===== src/rtl/surf_cout_parallel_tx.sv =====
//==============================================================================
// Module   : surf_cout_parallel_tx
// Brief    : Serializes 32-bit command words into LSB-first 4-bit nibbles,
//            8 beats per word, with training / run framing and a 1-entry buffer.
// Revision : 1.0 - initial release
//==============================================================================
`default_nettype none

module surf_cout_parallel_tx #(
   parameter logic [31:0] TRAIN_SEQUENCE = 32'hA55A6996,
   parameter logic [31:0] IDLE_WORD      = 32'h00000000
) (
   input  logic        aclk_i,
   input  logic        aclk_rstn_i,
   input  logic        cout_valid_i,
   input  logic        train_i,
   input  logic [31:0] dat_i,
   input  logic        dat_valid_i,
   output logic        dat_ready_o,
   output logic [3:0]  cout_o,
   output logic        cout_valid_o,
   output logic        frame_o,
   output logic        running_o
);

   localparam logic [0:0] c_st_train = 1'b0;
   localparam logic [0:0] c_st_run   = 1'b1;

   logic [0:0]  r_state;
   logic [2:0]  r_beat;
   logic [31:0] r_cur;
   logic [31:0] r_buf;
   logic        r_buf_full;
   logic [3:0]  r_cout;
   logic        r_cout_valid;
   logic        r_frame;

   logic        w_boundary;
   logic        w_push;
   logic        w_consume;
   logic [0:0]  w_next_state;
   logic [31:0] w_next_word;

   // State and word changes are confined to the last beat so a word never tears.
   assign w_boundary   = cout_valid_i && (r_beat == 3'd7);
   assign w_push       = dat_valid_i && !r_buf_full;
   assign w_consume    = w_boundary && !train_i && r_buf_full;
   assign w_next_state = train_i ? c_st_train : c_st_run;

   always_comb begin
      w_next_word = IDLE_WORD;
      if (train_i)
         w_next_word = TRAIN_SEQUENCE;
      else if (r_buf_full)
         w_next_word = r_buf;
   end

   always_ff @(posedge aclk_i or negedge aclk_rstn_i) begin
      if (!aclk_rstn_i) begin
         r_state      <= c_st_train;
         r_beat       <= 3'd0;
         r_cur        <= TRAIN_SEQUENCE;
         r_buf        <= 32'd0;
         r_buf_full   <= 1'b0;
         r_cout       <= 4'd0;
         r_cout_valid <= 1'b0;
         r_frame      <= 1'b0;
      end else begin
         r_cout_valid <= cout_valid_i;
         r_frame      <= cout_valid_i && (r_beat == 3'd0);
         if (cout_valid_i) begin
            r_cout <= r_cur[{r_beat, 2'b00} +: 4];
            r_beat <= r_beat + 3'd1;
         end
         if (w_boundary) begin
            r_state <= w_next_state;
            r_cur   <= w_next_word;
         end
         // Push and consume are mutually exclusive: push needs an empty buffer.
         if (w_push) begin
            r_buf      <= dat_i;
            r_buf_full <= 1'b1;
         end else if (w_consume) begin
            r_buf_full <= 1'b0;
         end
      end
   end

   assign dat_ready_o  = !r_buf_full;
   assign cout_o       = r_cout;
   assign cout_valid_o = r_cout_valid;
   assign frame_o      = r_frame;
   assign running_o    = (r_state == c_st_run);

endmodule

`default_nettype wire


===== config.mk =====
export PLATFORM = sky130hd
export DESIGN_NAME = surf_cout_parallel_tx
export DESIGN_NICKNAME = d
export VERILOG_FILES = /design/src/rtl/surf_cout_parallel_tx.sv
export SDC_FILE = /design/constraint.sdc
export NUM_CORES = 1
export LEC_CHECK = 0
export ABC_CLOCK_PERIOD_IN_PS = 3500
export BUFFER_PORTS_ARGS = -buffer_cell sky130_fd_sc_hd__buf_4
export CORE_UTILIZATION = 32
export DETAILED_ROUTE_END_ITERATION = 6
export SETUP_SLACK_MARGIN = 0.2
export SLEW_MARGIN = 20
export SYNTH_ARGS = -nofsm -noshare
export SYNTH_HDL_FRONTEND = slang
export SYNTH_SLANG_ARGS = --single-unit
export TNS_END_PERCENT = 30

===== constraint.sdc =====
create_clock -name aclk_i -period 3.5 [get_ports aclk_i]
set_clock_uncertainty 0.1 [all_clocks]
set_input_delay 0.7 -clock aclk_i [delete_from_list [all_inputs] [get_ports aclk_i]]
set_output_delay 0.7 -clock aclk_i [all_outputs]
set_load 0.01 [all_outputs]

## After elaboration in Yosys (flattened, before gate mapping)

Cells that the tools add are included.

- Memories kept: 0
- Bits in writable memories: 0
- Bits of input ports: 37
- Latch bits: 0
- Register bits after elaboration: 75
- Memory bits (read-only): 0
- Logic and storage cells: 25

- Add/subtract/negate cells: 1
- Reductions and logical operators: 9
- Bitwise gates (word level): 0
- Div/mod/pow operators: 0
- Eq/ne operators: 1
- Multiplexer cells: 5
- Shift operators: 1
- Multiply operators: 0
- Magnitude comparators: 0

Operator list:

| cell | count |
|---|---|
| $mux 32 | 2 |
| $shiftx 32x6->4 | 1 |
| $logic_and 1x1->1 | 5 |
| $add 3x1->3 const B | 1 |
| $eq 3x3->1 const B | 1 |
| $logic_not 3->1 | 1 |
| $mux 1 | 3 |
| $logic_not 1->1 | 2 |
| $reduce_bool 2->1 | 1 |

## Longest topological paths before layout

- Depth after elaboration: 6
- Mapped depth: 6
- Gate-level depth less buffers: 5

## Worst setup path before layout

No wires, ideal clock.

- Path type: input port to flip-flop
- From: in dat_valid_i
- To: reg r_buf[10]
- Library setup time: 125 ps
- Stages: 4
- Path buffers: 2
- Path slack: 1881 ps
- Arrival time: 1394 ps
- Cell sequence: nor2b_2 > buf_6 > buf_6 > mux2_4

- Longest elaborated chain between the ends: 1

RTL lines:

| element | line | source |
|---|---|---|
| from (decl) | 18 | `input logic dat_valid_i,` |
| $logic_and 1x1->1 | 46 | `assign w_push = dat_valid_i && !r_buf_full;` |
| to (signal assigned) | 81 | `r_buf <= dat_i;` |
| to (decl) | 32 | `logic [31:0] r_buf;` |

No other way between the ends.
A chain may end at the register's enable or synchronous reset.

## Worst setup path in the final report

- From: reg r_buf_full
- To: out dat_ready_o

- Longest elaborated chain between the ends: 1

RTL lines:

| element | line | source |
|---|---|---|
| from (decl) | 33 | `logic r_buf_full;` |
| from (signal assigned) | 64 | `r_buf_full <= 1'b0;` |
| from (signal assigned) | 82 | `r_buf_full <= 1'b1;` |
| from (signal assigned) | 84 | `r_buf_full <= 1'b0;` |
| $logic_not 1->1 | 89 | `assign dat_ready_o = !r_buf_full;` |
| to (decl) | 19 | `output logic dat_ready_o,` |

No other way between the ends.

==> reports/qor.txt <==
Comb pwr share: 31.7%
Post-synth ARST share: 100%
Nets: 324
Worst setup SP type: flip-flop
Headroom to the max-slew limit: 38.7%
Crit path kind: reg -> out
Core area: 0.00986 sq mm
Setup TNS: 0 ns
Slew @ Worst Pin: 0.920 ns
R2R Setup Slk: 1.51 ns
Final critical-path share of the clock period: 64.7%
Most common cell in the synthesized netlist: dfrtp_1
# rows: 36
Worst skew pair latency: 0.35 ns
Cells after synthesis: 243
Clock Path Buffers: 2
R2R cell count: 6
Net Sw Frac: 31.5%
Largest net degree at the start of global routing: 76
Vias in the first global route: 2,046
Count of maximum capacitance violations: 0
Area leader, netlist: dfrtp_1
Internal power: 2.22 mW
Final Instance Count excl. Fillers: 422
GP Congestion: 0.759
Initial Util: 33.4%
CTS tree: done
Resize count post-CTS: 0
Global-route track usage on met3: 3.90%
Clock root cell: clkbuf_8
Maximum level of the CTS H-tree: 3
RSZ-0062 raised after global routing: no
Maximum fanout along the worst path: 19
Global-route wire length before repair: 11.0 mm
N_diodes: 0
Power after layout: 3.25 mW
Die height: 104 um
Hold Slack: 0.370 ns
Main synth FF type: dfrtp_1
Peak supply drop: 0.353 mV
Die ar.: 0.0107 sq mm
Synth area leaders: dfrtp_1 45%, mux2_4 14%, dfstp_2 13%
DP Wirelength: 4.34 mm
Clock transition at the registers of the reported paths: 0.08 ns
Met2 Use GR: 17.2%
Maximum clock rate: 0.441 GHz
Reg2reg end: r_cur[10]
Seq/Total Area, Yosys: 57.5%
Hold Buf Count CTS: 0
IO Port Bufs: 44
Antenna viol nets, final: 0
Worst min path class: reg -> reg
Mean Syn Cell Area: 13.6 sq um
Die width: 104 um
Register share of total power: 49.2%
Total GRT Usage: 13.2%
Clk pwr share: 19.1%
Placed cells: 406
Placed cell area: 0.00369 sq mm
Design area: 0.00388 sq mm
I/O Pins: 45
# setup viols final: 0
Hold path depth: 2
Period minus WS final: 2.27 ns
TritonCTS Buffers: 9
NetSw: 1.02 mW
Vias/cell: 4.63
Crit path DAT: 1.47 ns
Worst slack at placement: 1.48 ns
Fillers: 945
Final slew viol count: 0
Area added between synthesis and finish: 17.6%
Number of synthesized register bits: 75
Final Hold Viols: 0
Area share of the largest cell type after synthesis: 44.8%
Synth Cell Area: 0.00330 sq mm
Count of different cell masters after synthesis: 25
Vias: 1,952
Initial antenna violation count: 0
PD cells: 837 mW/mm^2
Final WL: 6.40 mm
Post-synth EDFFs: 0
Leakage: 1.81 nW
WL per Instance: 15.2 um
Syn_nets: 283
Most frequent cells after synthesis: 59 x dfrtp_1, 30 x mux2_4, 20 x nand2_1
Core Util, Final: 39.3%
TritonCTS Sinks: 75
GRT overflow: 0
DRT iter0 DRCs: 68
Routing usage on met1: 20.1%
Critical Path Sink Type: primary output
FF-to-FF Start: r_beat[0]
Grt peak-use layer: met1
Setup Fix Bufs, Post-CTS: 0
Drt drc: 0
Outcome: completed
Hold Path Origin: r_cur[20]
Critical Path RT: 2.70 ns
PnR worst setup slack: 1.23 ns
First-pass DRT Iterations: 4
Hold EP: r_cur[20]
Ratio of cells with drive above 1 in the final layout: 39.1%
Synth warnings: 0
[cell usage in the layout (no fill, tap or decap)]
cell	n
clkinv_4	1
ha_1	3
inv_6	1
o21ai_1	18
mux2i_1	16
mux2_4	30
nor3_4	1
a22o_1	16
a22oi_1	8
dfrtp_1	59
dfstp_2	16
clkinvlp_4	1
inv_1	1
and2_1	1
mux2_1	3
a31o_1	4
clkinv_2	2
a21oi_1	16
inv_2	2
nor2_1	4
buf_4	47
and2b_1	3
clkbuf_8	11
nor2b_1	3
nor2b_4	1
xor2_1	1
nand2_1	20
[worst max-delay path, stage by stage (launching register included)]
cell	delay (ns)
dfrtp_1	0.78
inv_2	0.15
buf_4	0.18
[worst max path at each step]
stage                           start           to  slack [ns]
after detailed placement  dat_valid_i    r_buf[31]        1.48
after floorplan           dat_valid_i    r_buf[10]        1.88
after CTS                  r_buf_full  dat_ready_o        1.17
after global placement    dat_valid_i    r_buf[31]        1.49
after global routing       r_buf_full  dat_ready_o        1.10
final                      r_buf_full  dat_ready_o        1.23
[per-layer routing]
layer	share of wire, %	routed length, um	up-vias
met3	4.5	291	8
met1	51	3280	953
met5	0	0	-
li1	-	-	949
met2	43	2750	42
met4	1.2	78	0
[kinds of logic after synthesis]
| kind of cell | share of synthesized area [%] |
|---|---|
| simple gates | 4.93 |
| mux | 19.5 |
| xor+xnor | 0.266 |
| compound gates | 12.3 |
| flops | 57.5 |
| fa+ha+maj | 1.14 |
| buf+inv | 4.29 |
[power by group through the flow]
stage / combinational [mW] / sequential [mW] / clock, mW
finish: 1.03 / 1.60 / 0.620
global route: 1.15 / 1.65 / 0.676
CTS: 1.04 / 1.60 / 0.640
detailed placement: 1.04 / 1.61 / 0
global placement: 1.01 / 1.61 / 0
floorplan: 0.838 / 1.50 / 0
[sequential cells by signal, summed over array words and instances (netlist names)]
signal	flops
r_buf	32
r_cur	32
cout_o	4
r_beat	3
cout_valid_o	1
frame_o	1
r_buf_full	1
running_o	1
[area by class of cell]
| cell class | count | area [sq um] | area share [%] |
|---|---|---|---|
| well taps | 133 | 166 | 4.29 |
| flip-flops and latches | 75 | 1900 | 48.9 |
| clock buffers | 11 | 151 | 3.90 |
| repair buffers | 47 | 353 | 9.10 |
| multi-input cells | 148 | 1260 | 32.6 |
| inverters | 3 | 11.3 | 0.290 |
| clock inverters | 5 | 35.0 | 0.904 |
Note: power is estimated with default switching activity, not from simulation.
